**src/rtl/divider.sv**
```systemverilog
// -----------------------------------------------------------------------------
// divider
// Iterative signed integer divider for the ALU. A start pulse latches a
// dividend/divisor pair; the unit then produces one quotient bit per clock
// with a restoring shift-subtract on operand magnitudes. It applies sign
// correction once at the end. The quotient truncates toward zero and the
// remainder takes the dividend's sign. Divide-by-zero and the single signed
// overflow case (most negative / -1) bypass the iteration and finish early.
//
// Ports
//   clk        rising-edge clock
//   rst_n      synchronous active-low reset
//   Start      request, accepted in IDLE or DONE only
//   In1        signed dividend, sampled on the accepting edge
//   In2        signed divisor, sampled on the accepting edge
//   Quotient   signed quotient (registered, held until the next result)
//   Remainder  signed remainder (registered, held until the next result)
//   Busy       high while an operation is in flight
//   Done       one-cycle pulse when results and flags are updated
//   DivByZero  divisor was zero for the completed operation
//   Overflow   operands were most-negative / -1 for the completed operation
// -----------------------------------------------------------------------------
module divider #(
    parameter int WIDTH = 32
) (
    input  logic             clk,
    input  logic             rst_n,
    input  logic             Start,
    input  logic [WIDTH-1:0] In1,
    input  logic [WIDTH-1:0] In2,
    output logic [WIDTH-1:0] Quotient,
    output logic [WIDTH-1:0] Remainder,
    output logic             Busy,
    output logic             Done,
    output logic             DivByZero,
    output logic             Overflow
);

    localparam int CW = $clog2(WIDTH);
    localparam logic [WIDTH-1:0] MinNeg = {1'b1, {(WIDTH-1){1'b0}}};

    typedef enum logic [1:0] {
        IDLE,
        CALC,
        FIX,
        DONE
    } state_t;

    state_t            state_q,     state_d;
    logic [CW-1:0]     cnt_q,       cnt_d;
    logic [WIDTH-1:0]  rem_q,       rem_d;
    logic [WIDTH-1:0]  dvd_q,       dvd_d;
    logic [WIDTH-1:0]  dvs_q,       dvs_d;
    logic              negQuot_q,   negQuot_d;
    logic              negRem_q,    negRem_d;
    logic              special_q,   special_d;
    logic              divZero_q,   divZero_d;
    logic              ovf_q,       ovf_d;
    logic [WIDTH-1:0]  quot_q,      quot_d;
    logic [WIDTH-1:0]  remOut_q,    remOut_d;
    logic              busy_q,      busy_d;
    logic              done_q,      done_d;
    logic              divByZero_q, divByZero_d;
    logic              overflow_q,  overflow_d;

    logic [WIDTH-1:0]  in1Mag;
    logic [WIDTH-1:0]  in2Mag;
    logic [WIDTH:0]    remShift;
    logic [WIDTH:0]    trial;
    logic              isDivZero;
    logic              isOverflow;

    always_comb begin
        state_d     = state_q;
        cnt_d       = cnt_q;
        rem_d       = rem_q;
        dvd_d       = dvd_q;
        dvs_d       = dvs_q;
        negQuot_d   = negQuot_q;
        negRem_d    = negRem_q;
        special_d   = special_q;
        divZero_d   = divZero_q;
        ovf_d       = ovf_q;
        quot_d      = quot_q;
        remOut_d    = remOut_q;
        divByZero_d = divByZero_q;
        overflow_d  = overflow_q;

        // Two's-complement negation in WIDTH bits maps the most negative
        // value onto 2^(WIDTH-1). That value is exact when the result is read
        // as unsigned, which is how the iteration treats the magnitudes.
        in1Mag     = In1[WIDTH-1] ? -In1 : In1;
        in2Mag     = In2[WIDTH-1] ? -In2 : In2;
        isDivZero  = (In2 == '0);
        isOverflow = (In1 == MinNeg) && (In2 == '1);

        // The partial remainder stays below the divisor magnitude, which is
        // at most 2^(WIDTH-1). So after the shift it fits in WIDTH bits, and
        // the extra top bit of the trial subtraction is its sign.
        remShift = {rem_q, dvd_q[WIDTH-1]};
        trial    = remShift - {1'b0, dvs_q};

        case (state_q)
            IDLE, DONE: begin
                if (Start) begin
                    negQuot_d = In1[WIDTH-1] ^ In2[WIDTH-1];
                    negRem_d  = In1[WIDTH-1];
                    divZero_d = isDivZero;
                    ovf_d     = isOverflow;
                    if (isDivZero) begin
                        special_d = 1'b1;
                        dvd_d     = '1;
                        rem_d     = In1;
                        state_d   = FIX;
                    end else if (isOverflow) begin
                        special_d = 1'b1;
                        dvd_d     = MinNeg;
                        rem_d     = '0;
                        state_d   = FIX;
                    end else begin
                        special_d = 1'b0;
                        cnt_d     = CW'(WIDTH - 1);
                        rem_d     = '0;
                        dvd_d     = in1Mag;
                        dvs_d     = in2Mag;
                        state_d   = CALC;
                    end
                end else begin
                    state_d = IDLE;
                end
            end

            CALC: begin
                // The dividend register shifts left. Its freed LSB collects
                // the quotient bits, so it holds the quotient magnitude once
                // all bits are done.
                if (!trial[WIDTH]) begin
                    rem_d = trial[WIDTH-1:0];
                    dvd_d = {dvd_q[WIDTH-2:0], 1'b1};
                end else begin
                    rem_d = remShift[WIDTH-1:0];
                    dvd_d = {dvd_q[WIDTH-2:0], 1'b0};
                end
                cnt_d = cnt_q - CW'(1);
                if (cnt_q == '0) begin
                    state_d = FIX;
                end
            end

            FIX: begin
                // Special cases were preloaded with final values and must
                // not be sign-corrected.
                if (special_q) begin
                    quot_d   = dvd_q;
                    remOut_d = rem_q;
                end else begin
                    quot_d   = negQuot_q ? -dvd_q : dvd_q;
                    remOut_d = negRem_q  ? -rem_q : rem_q;
                end
                divByZero_d = divZero_q;
                overflow_d  = ovf_q;
                state_d     = DONE;
            end

            default: begin
                state_d = IDLE;
            end
        endcase

        // Busy and Done come from the next state, so both come straight
        // from flops.
        busy_d = (state_d == CALC) || (state_d == FIX);
        done_d = (state_d == DONE);
    end

    always_ff @(posedge clk) begin
        if (!rst_n) begin
            state_q     <= IDLE;
            cnt_q       <= '0;
            rem_q       <= '0;
            dvd_q       <= '0;
            dvs_q       <= '0;
            negQuot_q   <= 1'b0;
            negRem_q    <= 1'b0;
            special_q   <= 1'b0;
            divZero_q   <= 1'b0;
            ovf_q       <= 1'b0;
            quot_q      <= '0;
            remOut_q    <= '0;
            busy_q      <= 1'b0;
            done_q      <= 1'b0;
            divByZero_q <= 1'b0;
            overflow_q  <= 1'b0;
        end else begin
            state_q     <= state_d;
            cnt_q       <= cnt_d;
            rem_q       <= rem_d;
            dvd_q       <= dvd_d;
            dvs_q       <= dvs_d;
            negQuot_q   <= negQuot_d;
            negRem_q    <= negRem_d;
            special_q   <= special_d;
            divZero_q   <= divZero_d;
            ovf_q       <= ovf_d;
            quot_q      <= quot_d;
            remOut_q    <= remOut_d;
            busy_q      <= busy_d;
            done_q      <= done_d;
            divByZero_q <= divByZero_d;
            overflow_q  <= overflow_d;
        end
    end

    assign Quotient  = quot_q;
    assign Remainder = remOut_q;
    assign Busy      = busy_q;
    assign Done      = done_q;
    assign DivByZero = divByZero_q;
    assign Overflow  = overflow_q;

endmodule

```
**config.mk**
```make
export PLATFORM = sky130hd
export DESIGN_NAME = divider
export DESIGN_NICKNAME = d
export VERILOG_FILES = /design/src/rtl/divider.sv
export SDC_FILE = /design/constraint.sdc
export NUM_CORES = 1
export LEC_CHECK = 0
export BUFFER_PORTS_ARGS = -buffer_cell sky130_fd_sc_hd__buf_2
export CORE_ASPECT_RATIO = 1.1
export CORE_MARGIN = 2
export CORE_UTILIZATION = 45
export DETAILED_ROUTE_END_ITERATION = 10
export PLACE_DENSITY_LB_ADDON = 0.08
export RECOVER_POWER = 25
export REMOVE_ABC_BUFFERS = 1
export SYNTH_ARGS = -nofsm -noshare
export SYNTH_HDL_FRONTEND = slang
export SYNTH_SLANG_ARGS = --single-unit
```
**constraint.sdc**
```tcl
create_clock -name clk -period 4.3 [get_ports clk]
set_clock_uncertainty 0.05 [all_clocks]
set_input_delay 1.075 -clock clk [delete_from_list [all_inputs] [get_ports clk]]
set_output_delay 1.075 -clock clk [all_outputs]
set_load 0.01 [all_outputs]
```
# Word level (Yosys, flattened, before mapping)
# Index checks and enable logic that the tools add are counted.
dict set report op_classes {
  addsub 6
  eq_ne 11
  n_mux 26
  n_bitwise 3
  reduce_logical 11
}
# cell count
set ops {}
lappend ops {{32-bit two-way mux} 12}
lappend ops {{32-bit negator} 4}
lappend ops {{32-bit case mux with 2 select lines} 2}
lappend ops {{32-bit equality test (second input constant)} 2}
lappend ops {{33-bit by 32-bit subtractor with 33-bit output} 1}
lappend ops {{32-bit zero test} 1}
lappend ops {{5-bit two-way mux} 3}
lappend ops {{5-bit case mux with 2 select lines} 1}
lappend ops {{2-bit equality test (second input constant)} 4}
lappend ops {{2-bit two-way mux} 4}
lappend ops {{4-bit AND reduction} 2}
lappend ops {{2-bit != test (second input constant)} 3}
lappend ops {{2-bit case mux with 3 select lines} 1}
lappend ops {{5-bit zero test} 1}
lappend ops {{5-bit by 1-bit subtractor with 5-bit output (second input constant)} 1}
lappend ops {{2-bit by 1-bit equality test with 1-bit output (second input constant)} 2}
lappend ops {{2-bit AND reduction} 2}
lappend ops {{1-bit two-way mux} 3}
lappend ops {{2-bit zero test} 1}
lappend ops {{1-bit inverter} 2}
lappend ops {{2-bit nonzero test} 1}
lappend ops {{2-bit OR reduction} 1}
lappend ops {{1-bit logical AND} 1}
lappend ops {{1-bit logical OR} 1}
lappend ops {{1-bit XOR} 1}
dict set report word_totals {
  register_bits 176
  in_bits 67
  output_inout_bits 68
  elab_cells 73
}

# Longest topological paths before layout
# Gate-level depths: netlist of run 1.
dict set report depth {
  ltp_word 8
  ltp_mapped 14
}

# Worst setup path before layout of run 1
# Ideal clock, no wire load.
dict set report synth_timing {
  path_type {input to register}
  start {in In2[23]}
  end {reg busy_q (netlist: Busy)}
  setup_time_ps 115
  arrival_time_ps 3602
  path_slack_ps 533
  stages 9
  path_buffers 1
  path_cell_list {or4_1 or2_1 or4_4 nor4_4 or3_1 buf_2 o21ai_0 ha_1 and2_1}
}
dict set report synth_between {
  elab_chain_cells 8
  word_cells_on_any_way 10
}
# element line_no
set synth_rtl {}
lappend synth_rtl {{start, declared} 30} ;# input logic [WIDTH-1:0] In2,
lappend synth_rtl {{32-bit equality test} 95} ;# isOverflow = (In1 == MinNeg) && (In2 == '1);
lappend synth_rtl {{1-bit logical AND} 95}
lappend synth_rtl {{2-bit two-way mux} 115} ;# end else if (isOverflow) begin
lappend synth_rtl {{2-bit two-way mux *} 110} ;# if (isDivZero) begin
lappend synth_rtl {{2-bit two-way mux *} 105} ;# if (Start) begin
lappend synth_rtl {{2-bit case mux with 3 select lines *} 103} ;# case (state_q)
lappend synth_rtl {{named net state_d[0]} 49} ;# state_t state_q, state_d;
lappend synth_rtl {{2-bit by 1-bit equality test with 1-bit output or 2-bit equality test (tied branches)} 172} ;# busy_d = (state_d == CALC) || (state_d == FIX);
lappend synth_rtl {{1-bit logical OR *} 172}
lappend synth_rtl {{named net busy_d} 61} ;# logic busy_q, busy_d;
lappend synth_rtl {{end signal, assigned} 207} ;# busy_q <= busy_d;
lappend synth_rtl {{end, declared} 61}
# The timed path passes the listed nets; every way through them passes the cells marked *.
# A chain may end at the register's enable or synchronous reset.

# Worst setup path after layout of run 1
dict set report layout_timing {
  start {reg dvd_q[31]}
  end {reg rem_q[13]}
}
dict set report layout_between {
  elab_chain_cells 3
}
# element line_no
set layout_rtl {}
lappend layout_rtl {{start, declared} 52} ;# logic [WIDTH-1:0] dvd_q, dvd_d;
lappend layout_rtl {{start signal, assigned} 198} ;# dvd_q <= dvd_d;
lappend layout_rtl {{33-bit by 32-bit subtractor with 33-bit output} 101} ;# trial = remShift - {1'b0, dvs_q};
lappend layout_rtl {{32-bit two-way mux} 137} ;# if (!trial[WIDTH]) begin
lappend layout_rtl {{32-bit case mux with 2 select lines} 103}
lappend layout_rtl {{end signal, assigned} 197} ;# rem_q <= rem_d;
lappend layout_rtl {{end, declared} 51} ;# logic [WIDTH-1:0] rem_q, rem_d;
# No other way between the ends.

==> results of run 1 <==
==> state kept, by name, indices dropped and copies added, names as in the netlist, 2 cells and up <==
register,count
state_q,2
cnt_q,5
Quotient,32
rem_q,32
Remainder,32
dvs_q,32
dvd_q,32
==> synth_stat cells, drive strengths merged, types with 9 or more instances <==
cell type,number,area share
a311oi,9,0.0068
o21a,9,0.0059
a31oi,13,0.0070
xnor2,69,0.052
or4,13,0.0088
dfxtp,176,0.31
a21o,15,0.0098
clkbuf,77,0.025
nand3,33,0.014
nand2b,12,0.0065
o31ai,34,0.022
buf,23,0.0092
a211oi,94,0.061
o21ai,122,0.053
mux2i,20,0.017
nor2,151,0.049
mux2,19,0.019
a22oi,20,0.013
nand2,103,0.033
ha,41,0.044
o41ai,16,0.012
or3,18,0.0098
a21oi,120,0.052
nand4,14,0.0076
nor4,21,0.013
nor3,23,0.010
and2,12,0.0065
xor2,69,0.052
o211ai,14,0.0091
inv,63,0.020
==> critical path: stages, from the launching register on <==
cell and delay [ns]:
dfxtp_1 0.35, inv_1 0.10, ha_1 0.26, fa_1 0.40
nand2b_1 0.18, a21oi_1 0.22, o21bai_1 0.19, a211oi_1 0.51
o2111ai_1 0.21, o211ai_1 0.19, buf_12 0.27, mux2_2 0.36
a221oi_1 0.24, a211oi_1 0.08
==> where the power goes <==
| part | switching (µW) | leakage [µW] | total (µW) | internal (µW) |
|---|---|---|---|---|
| clock network | 771 | 0.000288 | 1600 | 832 |
| registers | 282 | 0.00144 | 2180 | 1900 |
| logic | 1910 | 0.00321 | 3280 | 1380 |
| total | 2960 | 0.00494 | 7070 | 4110 |
==> metal layers <==
layer	global-route usage	wire length (µm)	up-vias
li1	-	-	5582
met1	0.345	16200	5062
met2	0.394	15100	268
met3	0.0286	1320	41
met4	0.0730	703	0
met5	0	0	-
==> placed cells by master (no fill, tap or decap), types with 34 or more instances in the layout <==
master	n
inv_1	63
o21ai_0	122
ha_1	40
nand2_1	102
a211oi_1	94
xor2_1	69
nor2_1	151
clkbuf_1	48
dfxtp_1	176
a21oi_1	119
xnor2_1	69
o31ai_1	34
buf_2	87
==> path summary, 6_finish.rpt <==
check	from	end	slack, ns
worst max-delay path	dvd_q[31]	rem_q[13]	0.52
worst min-delay path	dvs_q[18]	dvs_q[18]	0.40
worst max register to register	dvd_q[31]	rem_q[13]	0.52
worst min register to register	dvs_q[18]	dvs_q[18]	0.40
==> final cells by class <==
cell class | count | area share
multi-input cells | 1146 | 0.566
flip-flops and latches | 176 | 0.270
repair buffers | 162 | 0.0663
well taps | 346 | 0.0331
clock buffers | 17 | 0.0326
inverters | 64 | 0.0186
clock inverters | 15 | 0.0131
diodes | 1 | 0.000192
==> stage by stage <==
stage | hold slack (ns) | cell area, µm² | TNS [ns] | worst slack (ns) | power, µW
after floorplan | 0.382 | 11100 | -8.39 | -0.457 | 4590
after global placement | 0.386 | 12600 | 0 | 0.204 | 5450
after detailed placement | 0.396 | 12600 | 0 | 0.159 | 5480
after CTS | 0.409 | 13200 | 0 | 0.515 | 7100
after global routing | 0.432 | 13100 | 0 | 0.298 | 7580
final | 0.404 | 13100 | 0 | 0.516 | 7070
==> cell families after synthesis <==
| family | count (synthesis) | synth area share |
|---|---|---|
| simple gates | 428 | 0.176 |
| flops | 176 | 0.305 |
| xor+xnor | 138 | 0.105 |
| buf+inv | 164 | 0.0551 |
| fa+ha+maj | 42 | 0.0462 |
| mux | 39 | 0.0359 |
| compound gates | 499 | 0.277 |
==> flow_metrics.tcl, run 1 <==
set metrics [dict create \
    status "finished, violations left" \
    violations "capacitance limit, slew limit" \
    die_h_um 172 \
    grt_usage 0.245 \
    synthToLayoutAreaGrowth_pct 13.1 \
    start_util 0.457 \
    cts_tree "yes" \
    maxCapViolations 1 \
    pin_count 135 \
    dp.cells 1894 \
    multi_input_area_mm2 0.00740 \
    postCtsSetupBuffers 0 \
    antenna_found_initial 1 \
    antenna_left 0 \
    row_count 61 \
    clock.fmax_ghz 0.264 \
    root_buffer "clkbuf_16" \
    port_buffers 134 \
    synth_cells 1486 \
    rsz0062_at_grt "no" \
    synthArstFlopShare 0 \
    ctsHoldBuffers 0 \
    gp_congestion 0.903 \
    finalNetCount 1676 \
    clockBufferDepth 2 \
    hold_depth 2 \
    clkSinkCount 176 \
    netlist_area_mm2 0.0115 \
    synth_cell_types 62 \
    worstPathArrival_ns 4.03 \
    crit_type "reg2reg" \
    fin_util 0.517 \
    yosysSeqAreaShare 0.305 \
    final-seq-area_mm2 0.00352 \
    syn_avg_cell_area_um2 7.77 \
    worstMarginPinSlew_ns 1.95 \
    cellPowerDensity_mw_per_mm2 541 \
    grt_pass1_vias 9905 \
    drc_errors 0 \
    finalNonFillerCells 1927 \
    relSlewSlack -0.297 \
    core_area_mm2 0.0253 \
    first_iter_violations 838 \
    drv_slew 103 \
    critPathLaunchType "flip-flop" \
    wl_per_cell_um 17.3 \
    die_w_um 157 \
    r2r.worst_path.cells 13 \
    fin_crit_sh 0.880 \
    routed_wl_mm 33.3 \
    drt_pass1_iterations 6 \
    numCtsBuffers 17 \
    clkTransAtPathRegs_ns 0.07 \
    ys.flop_type "dfxtp_1" \
    dp_hpwl_mm 24.5 \
    final.min_clock_period_ns 3.78 \
    finalSetupViolations 0 \
    ys_ff_latch 176 \
    worstHoldPathType "reg2reg" \
    htree_levels 4 \
    synth-warning-count 0 \
    viasPerCell 5.68 \
    synth_edf_count 0 \
    peakVddDrop_v 0.000335 \
    die_area_mm2 0.0270 \
    drive_gt1_frac 0.115 \
    hold_violations 0 \
    fillCellCount 2512 \
    leakagePower_uw 0.00494 \
    required_ns 4.55 \
    grt.overflow.total 0 \
    grt_first_pass_wirelength_mm 52.8 \
    clock_latency_ns 0.44 \
    grt_max_degree 103 \
    cts_resized 0 \
    crit_fanout 39 \
    worst_setup_path_end_kind "flip-flop" \
    vias 11000 \
]
Power figures use the tool's default switching activity.
==> run 2, diff against run 1 <==
--- a/config.mk
+++ b/config.mk
@@ -10,9 +10,11 @@
 export CORE_MARGIN = 2
 export CORE_UTILIZATION = 45
 export DETAILED_ROUTE_END_ITERATION = 10
-export PLACE_DENSITY_LB_ADDON = 0.08
+export GPL_ROUTABILITY_DRIVEN = 1
+export PLACE_DENSITY_LB_ADDON = 0.25
 export RECOVER_POWER = 25
 export REMOVE_ABC_BUFFERS = 1
+export SLEW_MARGIN = 20
 export SYNTH_ARGS = -nofsm -noshare
 export SYNTH_HDL_FRONTEND = slang
 export SYNTH_SLANG_ARGS = --single-unit
==> flow_metrics.tcl, run 2 (synthesis gave the netlist of run 1 again) <==
set metrics [dict create \
    rr_startpoint "rem_q[0]" \
    drv_slew 53 \
    setup_slack_ns 0.562 \
    critPathLaunch "rem_q[0]" \
    antenna_left 0 \
    hold_violations 0 \
    cp_slowest_cell "dfxtp_1" \
    cts_resized 0 \
    leakagePower_uw 0.00488 \
    clock.fmax_ghz 0.268 \
    status "finished, violations left" \
    dp_hpwl_mm 24.2 \
    viasPerCell 5.73 \
    worstHoldPathType "reg2reg" \
    clkSinkCount 176 \
    violations "capacitance limit, slew limit" \
    rsz0062_at_grt "no" \
    pin_count 135 \
    wl_met2_mm 14.6 \
    vias 11000 \
    grt.overflow.total 0 \
    total_power_uw 6970 \
    clock_latency_ns 0.45 \
    root_buffer "clkbuf_16" \
    finalSetupTns_ns 0 \
    required_ns 4.50 \
    die_w_um 157 \
    worstPathArrival_ns 3.94 \
    crit_family "compound AO/OA/AOI/OAI gates" \
    maxCapViolations 1 \
    postCtsSetupBuffers 0 \
    die_area_mm2 0.0270 \
    fin_crit_sh 0.869 \
    grt_usage 0.240 \
    first_iter_violations 860 \
    grt_max_degree 74 \
    place_ws_ns 0.212 \
    finalNetCount 1676 \
    start_util 0.457 \
    die_h_um 172 \
    drt_pass1_iterations 8 \
    finalSetupViolations 0 \
    r2r_slack_ns 0.56 \
    row_count 61 \
    worst_setup_path_end_kind "flip-flop" \
    cts_tree "yes" \
    numCtsBuffers 17 \
    worst_path_most_repeated_cell "a211oi_1" \
    grt_pass1_vias 10100 \
    port_buffers 134 \
    wirelength_met1_mm 15.3 \
    gp_congestion 0.929 \
    wl_per_cell_um 16.8 \
    top_layer "met4" \
    final_common_cell "dfxtp_1" \
    drive_gt1_frac 0.108 \
    antenna_found_initial 1 \
    cellPowerDensity_mw_per_mm2 534 \
    crit_path_end "rem_q[13]" \
    final.min_clock_period_ns 3.74 \
    routed_wl_mm 32.5 \
    wl_met3_mm 1.61 \
    slowest_delay_ns 0.48 \
    drc_errors 0 \
    crit_type "reg2reg" \
    finalNonFillerCells 1929 \
    relSlewSlack -0.435 \
    clkTransAtPathRegs_ns 0.08 \
    clockBufferDepth 2 \
    final_area_mm2 0.0130 \
    grt_first_pass_wirelength_mm 52.0 \
    final_cell_mix "176 x dfxtp_1, 151 x nor2_1, 122 x o21ai_0" \
    r2r-end "rem_q[13]" \
    synthToLayoutAreaGrowth_pct 13.0 \
    dp.cells 1894 \
    peakVddDrop_v 0.000340 \
    ctsHoldBuffers 0 \
    critPathLaunchType "flip-flop" \
    cp.depth 12 \
    crit_fanout 39 \
    worstMarginPinSlew_ns 2.14 \
    crit_chain "inv_1, fa_1, nand2b_1, a21oi_1, o21bai_1, a211oi_1, o2111ai_1, o211ai_1, buf_12, mux2_2, a221oi_1, a211oi_1" \
    critPathBufInv 2 \
    place_area_mm2 0.0125 \
    r2r.worst_path.cells 12 \
    core_area_mm2 0.0253 \
    htree_levels 4 \
]
==> run 2: power breakdown <==
group | total, µW | leakage (µW) | switching (µW) | internal, µW
Sequential | 2190 | 0.00144 | 285 | 1900
Clock | 1530 | 0.000281 | 758 | 771
Combinational | 3260 | 0.00316 | 1890 | 1370
==> run 2: cell type report <==
cell class	count	area, µm²
diodes	3	7.51
clock buffers	17	425
flip-flops and latches	176	3520
well taps	346	433
inverters	64	241
repair buffers	162	856
clock inverters	15	146
fillers	2484	12200
multi-input cells	1146	7410
==> run 2: through the flow <==
| step | util | hold slack [ns] |
|---|---|---|
| 2_1_floorplan | - | 0.382 |
| 3_3_place_gp | 0.496 | 0.390 |
| 3_5_place_dp | 0.496 | 0.394 |
| 4_1_cts | 0.519 | 0.408 |
| 5_1_grt | 0.516 | 0.442 |
| 6_report | 0.516 | 0.407 |
==> run 2: layer usage <==
metal  vias up  GRT usage
li1       5579          -
met1      5079      0.326
met2       333      0.386
met3        54     0.0338
met4         0     0.0925
met5         -          0
==> run 2: worst min-delay path, delay by kind of cell, from the launching register on <==
kind	cells	cell delay (ns)
AOI/OAI and AO/OA	1	0.05
DFF	1	0.31
and+or+nand+nor	1	0.05
==> run 2: worst min path at each step <==
| stage | from | endpoint | slack [ns] | cells past startpoint |
|---|---|---|---|---|
| finish | ovf_q | ovf_q | 0.41 | 2 |
| global route | dvs_q[18] | dvs_q[18] | 0.44 | 2 |
| CTS | dvd_q[31] | dvd_q[31] | 0.41 | 2 |
| detailed placement | Remainder[28] | Remainder[28] | 0.39 | 2 |
| global placement | dvs_q[18] | dvs_q[18] | 0.39 | 2 |
| floorplan | dvs_q[18] | dvs_q[18] | 0.38 | 2 |
